===== config.mk =====
export PLATFORM = sky130hd
export DESIGN_NAME = sam_control_unit
export DESIGN_NICKNAME = d
export VERILOG_FILES = /design/src/rtl/sam_control_unit.sv
export SDC_FILE = /design/constraint.sdc
export NUM_CORES = 1
export LEC_CHECK = 0
export CAP_MARGIN = 20
export CORE_MARGIN = 3
export CORE_UTILIZATION = 55
export DETAILED_ROUTE_END_ITERATION = 7
export DONT_BUFFER_PORTS = 1
export PLACE_DENSITY = 0.8
export SLEW_MARGIN = 0
export SYNTH_ARGS = -nofsm -noshare
export SYNTH_HDL_FRONTEND = slang
export SYNTH_SLANG_ARGS = --single-unit

===== constraint.sdc =====
create_clock -name clk -period 2.41 [get_ports clk]
set_input_delay 0.482 -clock clk [delete_from_list [all_inputs] [get_ports clk]]
set_output_delay 0.482 -clock clk [all_outputs]
set_load 0.02 [all_outputs]

===== src/rtl/sam_control_unit.sv =====
// rtl/sam_control_unit.sv - multi-cycle fetch/decode/execute controller for the Very Half SAM core
module sam_control_unit #(
    parameter int MEM_TIMEOUT = 15
) (
    input  logic       clk,
    input  logic       rst,
    input  logic [7:0] IReg_Data_Out,
    input  logic [7:0] Acc_Data_Out,
    input  logic       Mem_Ready,
    output logic       IReg_En,
    output logic       PC_En,
    output logic       IAR_En,
    output logic       Acc_En,
    output logic       Mux_PC_Add_Sel,
    output logic       Mux_PC_In_Sel,
    output logic [1:0] Mux_Acc_In_Sel,
    output logic [1:0] ALU_Sel,
    output logic       PC_Buffer_Sel,
    output logic       IReg_Buffer_Sel,
    output logic       IAR_Buffer_Sel,
    output logic       Acc_Buffer_Sel,
    output logic       Mem_Rd,
    output logic       Mem_Wr,
    output logic       Halted,
    output logic       Fault,
    output logic [2:0] State
);
    localparam int CW = $clog2(MEM_TIMEOUT + 1);

    typedef enum logic [2:0] {
        S_FETCH  = 3'd0,
        S_DECODE = 3'd1,
        S_EXEC   = 3'd2,
        S_INDIR  = 3'd3,
        S_EXEC2  = 3'd4,
        S_HALT   = 3'd5,
        S_FAULT  = 3'd6
    } state_t;

    state_t        state;
    logic [CW-1:0] wait_cnt;
    logic [3:0]    op;
    logic          mem_op;
    logic          mem_state;
    logic          timed_out;

    assign op        = IReg_Data_Out[7:4];
    assign mem_op    = (op >= 4'h2 && op <= 4'h7) || (op >= 4'hA && op <= 4'hC);
    assign mem_state = (state == S_FETCH) || (state == S_INDIR) || (state == S_EXEC && mem_op);
    assign timed_out = (wait_cnt == CW'(MEM_TIMEOUT - 1));
    assign State     = state;

    always_ff @(posedge clk or negedge rst) begin
        if (!rst) begin
            state    <= S_FETCH;
            wait_cnt <= '0;
        end else begin
            wait_cnt <= '0;
            if (mem_state && !Mem_Ready) begin
                if (timed_out)
                    state <= S_FAULT;
                else
                    wait_cnt <= wait_cnt + CW'(1);
            end else begin
                case (state)
                    S_FETCH:  state <= S_DECODE;
                    S_DECODE: begin
                        if (op == 4'hF)
                            state <= S_HALT;
                        else if (op == 4'h0 || op == 4'hD || op == 4'hE)
                            state <= S_FETCH;
                        else
                            state <= S_EXEC;
                    end
                    S_EXEC:   state <= (op == 4'hA || op == 4'hB) ? S_INDIR : S_FETCH;
                    S_INDIR:  state <= S_EXEC2;
                    S_EXEC2:  state <= S_FETCH;
                    S_HALT:   state <= S_HALT;
                    S_FAULT:  state <= S_FAULT;
                    default:  state <= S_FETCH;
                endcase
            end
        end
    end

    // Gating by rst keeps every strobe low for the whole time reset is held.
    always_comb begin
        IReg_En         = 1'b0;
        PC_En           = 1'b0;
        IAR_En          = 1'b0;
        Acc_En          = 1'b0;
        Mux_PC_Add_Sel  = 1'b0;
        Mux_PC_In_Sel   = 1'b0;
        Mux_Acc_In_Sel  = 2'd0;
        ALU_Sel         = 2'd0;
        PC_Buffer_Sel   = 1'b0;
        IReg_Buffer_Sel = 1'b0;
        IAR_Buffer_Sel  = 1'b0;
        Acc_Buffer_Sel  = 1'b0;
        Mem_Rd          = 1'b0;
        Mem_Wr          = 1'b0;
        Halted          = 1'b0;
        Fault           = 1'b0;
        if (rst) begin
            case (state)
                S_FETCH: begin
                    PC_Buffer_Sel = 1'b1;
                    Mem_Rd        = 1'b1;
                    IReg_En       = Mem_Ready;
                end
                S_DECODE: begin
                    PC_En          = 1'b1;
                    Mux_PC_Add_Sel = 1'b1;
                    Mux_PC_In_Sel  = 1'b1;
                end
                S_EXEC: begin
                    case (op)
                        4'h1: begin
                            Acc_En         = 1'b1;
                            Mux_Acc_In_Sel = 2'd1;
                        end
                        4'h2: begin
                            IReg_Buffer_Sel = 1'b1;
                            Mem_Rd          = 1'b1;
                            Mux_Acc_In_Sel  = 2'd2;
                            Acc_En          = Mem_Ready;
                        end
                        4'h3: begin
                            IReg_Buffer_Sel = 1'b1;
                            Acc_Buffer_Sel  = 1'b1;
                            Mem_Wr          = 1'b1;
                        end
                        4'h4, 4'h5, 4'h6, 4'h7: begin
                            IReg_Buffer_Sel = 1'b1;
                            Mem_Rd          = 1'b1;
                            Mux_Acc_In_Sel  = 2'd3;
                            ALU_Sel         = op[1:0];
                            Acc_En          = Mem_Ready;
                        end
                        4'h8: begin
                            PC_En         = 1'b1;
                            Mux_PC_In_Sel = 1'b1;
                        end
                        4'h9: begin
                            PC_En         = (Acc_Data_Out == 8'd0);
                            Mux_PC_In_Sel = 1'b1;
                        end
                        4'hA, 4'hB: begin
                            IReg_Buffer_Sel = 1'b1;
                            Mem_Rd          = 1'b1;
                            IAR_En          = Mem_Ready;
                        end
                        4'hC: begin
                            IReg_Buffer_Sel = 1'b1;
                            Mem_Rd          = 1'b1;
                            PC_En           = Mem_Ready;
                        end
                        default: ;
                    endcase
                end
                S_INDIR: begin
                    IAR_Buffer_Sel = 1'b1;
                    if (op == 4'hA) begin
                        Mem_Rd         = 1'b1;
                        Mux_Acc_In_Sel = 2'd2;
                        Acc_En         = Mem_Ready;
                    end else if (op == 4'hB) begin
                        Mem_Wr         = 1'b1;
                        Acc_Buffer_Sel = 1'b1;
                    end
                end
                S_HALT:  Halted = 1'b1;
                S_FAULT: begin
                    Halted = 1'b1;
                    Fault  = 1'b1;
                end
                default: ;
            endcase
        end
    end
endmodule


# Yosys cells after proc, flatten, opt, wreduce, memory -nomap -nowiden
# Cells that the tools add are included.
[word_totals] elab_cells=102 inputBits=19 n_memories=0 romBits=0 latchBits=0 ramBits=0 out_inout_bits=21 regBits=7
[classes] n_shift=0 n_reduce_logical=21 div_mod_pow=0 mux=52 mul=0 bitwise=0 n_eq_ne=22 n_lt_le_gt_ge=4 add_sub_neg=1
[op_table] operator="$eq A4 B4 Y1 const B" n=9
[op_table] operator="$mux W1" n=30
[op_table] operator="$pmux W3 S6" n=1
[op_table] operator="$eq A4 B3 Y1 const B" n=4
[op_table] operator="$mux W2" n=7
[op_table] operator="$pmux W1 S2" n=5
[op_table] operator="$mux W3" n=3
[op_table] operator="$reduce_or A9 Y1" n=1
[op_table] operator="$eq A4 B2 Y1 const B" n=2
[op_table] operator="$logic_not A8 Y1" n=1
[op_table] operator="$mux W4" n=2
[op_table] operator="$reduce_or A8 Y1" n=1
[op_table] operator="$eq A3 B2 Y1 const B" n=2
[op_table] operator="$eq A3 B3 Y1 const B" n=2
[op_table] operator="$logic_or A1 B1 Y1" n=6
[op_table] operator="$pmux W1 S3" n=2
[op_table] operator="$pmux W2 S3" n=1
[op_table] operator="$reduce_or A2 Y1" n=3
[op_table] operator="$reduce_or A5 Y1" n=1
[op_table] operator="$add A4 B1 Y4 const B" n=1
[op_table] operator="$eq A4 B1 Y1 const B" n=1
[op_table] operator="$ge A4 B2 Y1 const B" n=1
[op_table] operator="$ge A4 B4 Y1 const B" n=1
[op_table] operator="$le A4 B3 Y1 const B" n=1
[op_table] operator="other kinds (9)" n=12

# Logic depth before layout (Yosys ltp)
[logic_depth] depth_word=7 mapped_depth=6 depth_no_buf=5

# Worst setup path before layout
# No wires, ideal clock.
[synth_path] path_type="reg2out" startpoint="register state[1] (netlist: State[1])" endpoint="output Mem_Wr" t_required_ns=1.928 stages_incl_launch_ff=6 arrival_ns=1.742 setup_slack_ns=0.186 n_path_buf=2 cell_sequence="dfrtp_1 -> clkbuf_4 -> nor2b_1 -> nand3_1 -> nor3_1 -> buf_4"
[synth_via] elab_chain_len=3 elab_cells_between_ends=4 cone_classes="eq/ne: 2; mux: 2"
[synth_rtl] element="start: declaration" line_no="40" rtl="state_t state;"
[synth_rtl] element="start signal: assignment" line_no="75" rtl="S_EXEC: state <= (op == 4'hA || op == 4'hB) ? S_INDIR : S_FETCH;"
[synth_rtl] element="$eq A3 B2 Y1"
[synth_rtl] element="$pmux W1 S2 (*)"
[synth_rtl] element="$mux W1 (*)"
[synth_rtl] element="end: declaration" line_no="23" rtl="output logic Mem_Wr,"
# Every way passes the cells marked *; elsewhere a longest branch is shown, timed or not.

# Final worst setup path
[layout_path] startpoint="register state[0] (netlist: State[0])" endpoint="output Acc_En"
[layout_via] elab_chain_len=3 elab_cells_between_ends=4 cone_classes="eq/ne: 2; mux: 2"
[layout_rtl] element="$eq A3 B2 Y1" line_no="105" rtl="case (state)"
[layout_rtl] element="$pmux W1 S2 (*)" line_no="105"
[layout_rtl] element="$mux W1 (*)" line_no="104" rtl="if (rst) begin"
[layout_rtl] element="end: declaration" line_no="13" rtl="output logic Acc_En,"
# Marks and branches as above.

==> results.toml <==
[synth]
synth_fp_nets = 123
synth_edf_count = 0
yosys-mux-area-fraction = 0.0270
synth-simple-area-share = 0.381
synth_xor_area_frac = 0.0315
yosysWarnings = 0
yosys.cell_types.count = 43
avgSynthCellArea_sq_um = 8.18
synth_compound_gate_area_share = 0.226
ys_ff_latch = 7
netlist_instances = 102
synth.cell_area_sq_um = 835
synth_ff_type = "dfrtp_1"
async_flop_share = 1.00
synth_fa_ha_area_frac = 0.0300
synth_top_family_by_area = "simple AND/OR/NAND/NOR gates"
ys_seq_area_frac = 0.210

[run]
drv_cap = 0

[timing]
fin_crit_ns = 2.22
worstMarginPinSlew_ns = 0.484
period_share = 0.923
relSlewSlack = 0.677
slew_violations = 0
setup_violations = 0
fin_skew_ns = 0.00265
rsz0062_at_grt = "no"
hold_viol_final = 0
fmax_ghz = 0.450
fin_tns_setup_ns = 0

[global_routing]
antenna_found_initial = 0
grt_first_pass_wirelength_um = 3350
overflow = 0
grt_pass1_vias = 756
groute.usage.overall = 0.219
grt_max_degree = 18

[drt]
drt-pass1-iter-count = 4
via_per_inst = 6.59
drt_iter0_drc = 17
wire_per_inst_um = 16.4
postRouteAntennaNets = 0
wirelength_um = 1990
num_vias = 797
drc = 0

[cells_and_area]
layoutNonFillerInstCount = 121
syn2layout_area_growth_pct = 5.40
fin_nets = 128
antenna_cells = 0
drive_gt1_frac = 0.198

[critical_path]
crit_type = "register to output port"
crit_family = "simple AND/OR/NAND/NOR gates"
crit_buf_inv = 0
crit_start = "State[0]"
r2r-start = "State[1]"
cp_slowest_cell = "dfrtp_1"
arrival_ns = 1.74
path_cells = "or2b_4 -> nor3_4 -> and3_1 -> a41o_1"
crit_fanout = 17
cp-end-kind = "output port"
required_ns = 1.93
cpPeakStageDelay_ns = 0.55
worstSetupStartpointType = "register"

[place]
post-place-cells = 116
place_hpwl_um = 1470
gp_congestion = 0.909
numPortBuffers = 0

[clock_network]
cts_buffers = 3
hold_buffers = 1
postCtsSetupRepairBufs = 0
cts_resized = 0
clock-root-buffer = "clkbuf_4"
numClockSinks = 7
clkLatencyLatePin_ns = 0.26
htree_levels = 1
cts_buffer_depth = 2
tritoncts = "done"
clk_pin_slew_ns = 0.06

[die]
fp.dieArea_sq_um = 2020
start_util = 0.611
die_w_um = 45.0
core_sq_um = 1370
die_y_um = 45.0
io-pin-count = 40
rows = 13

[min_path]
hold_start = "Mem_Ready"
hold_path.class = "primary input to register"

[power]
power.density_nw_per_um2 = 1060
p_leak_nw = 0.417
peakVddDrop_mv = 0.419

[status]
status = "finished, final reports clean"
==> worst reg2reg max path, stage by stage (launching register included) <==
cell and delay [ns]:
dfrtp_1 0.51, buf_4 0.23, and2b_1 0.24, nor3_4 0.26, nand2_1 0.12, a32o_1 0.24
==> cell usage in the layout, fill, tap and decap left out, types with 2 or more instances in the layout <==
master    instances
nor3_1            2
o21ai_0           5
o211a_1           2
dfrtp_1           7
ha_1              2
mux2_2            2
clkbuf_4          3
nand3_1           5
nor2b_1           3
nand2b_1          3
a41o_1            3
nor3_4            2
inv_1             2
and3_1            6
a21oi_1           4
nor2_1           11
buf_4             8
nor4_1            3
xnor2_1           2
nand2_1           5
o21ai_1           3
or4_1             3
==> layout make-up <==
class | instances | area, sq um
fill | 116 | 487
timing repair buffer | 9 | 70.1
tap | 15 | 18.8
inverter | 2 | 7.51
multi-input combinational | 84 | 581
clock inverter | 1 | 5.00
sequential | 7 | 175
clock buffer | 3 | 22.5
==> registers in the layout, summed over array words and instances (netlist names) <==
name,count
wait_cnt,4
State,3
==> power breakdown <==
| part | switching [mW] | total (mW) | internal [mW] |
|---|---|---|---|
| Sequential | 0.0743 | 0.232 | 0.158 |
| Clock | 0.0511 | 0.112 | 0.0611 |
| Combinational | 0.357 | 0.592 | 0.235 |
| Total | 0.482 | 0.936 | 0.454 |
==> cells in the mapped netlist, types with 3 or more instances <==
library cell	count	area, sq um
a41o_1	3	30.0
o21ai_0	5	25.0
nor2b_1	3	18.8
dfrtp_1	7	175
nor2_1	11	41.3
nor4_1	3	18.8
nand2b_1	3	18.8
and3_1	6	37.5
or4_1	3	22.5
o21ai_1	3	15.0
nand3_1	5	25.0
a21oi_1	4	20.0
nand2_1	5	18.8
buf_6	3	33.8
==> cell families (layout without fill, tap and decap cells) <==
group | Yosys count | after routing
buffers and inverters | 11 | 15
adder cells (fa/ha/maj) | 2 | 2
multiplexers | 2 | 2
XOR/XNOR | 3 | 3
AND/OR/NAND/NOR | 51 | 51
flip-flops | 7 | 7
AO/OA/AOI/OAI | 26 | 26
==> final timing paths <==
path / depth (start not counted) / slack [ns] / endpoint
max: 4 / 0.19 / Acc_En
min: 3 / 0.44 / State[2]
max reg2reg: 5 / 0.70 / State[0]
min reg2reg: 1 / 0.50 / wait_cnt[0]
max in group asynchronous: 1 / 1.63 / wait_cnt[3]
min in group asynchronous: 1 / 0.55 / State[2]
==> per-stage QoR <==
stage	util	hold WS, ns	area (sq um)	setup WS, ns	power (mW)
6_report	0.644	0.437	880	0.186	0.936
2_1_floorplan	-	0.186	835	0.186	0.739
3_3_place_gp	0.616	0.187	842	0.488	0.794
5_1_grt	0.644	0.458	880	0.0686	1.01
3_5_place_dp	0.616	0.187	842	0.484	0.814
4_1_cts	0.644	0.427	880	0.194	0.932
==> layer usage <==
layer  up-vias  track usage  part of all wire
met1       367        0.319              0.46
met4         0       0.0643            0.0070
met3         2       0.0518             0.097
met2        44        0.319              0.44
met5         -            0                 0
li1        384            -                 -
Note: power is estimated with default switching activity, not from simulation.
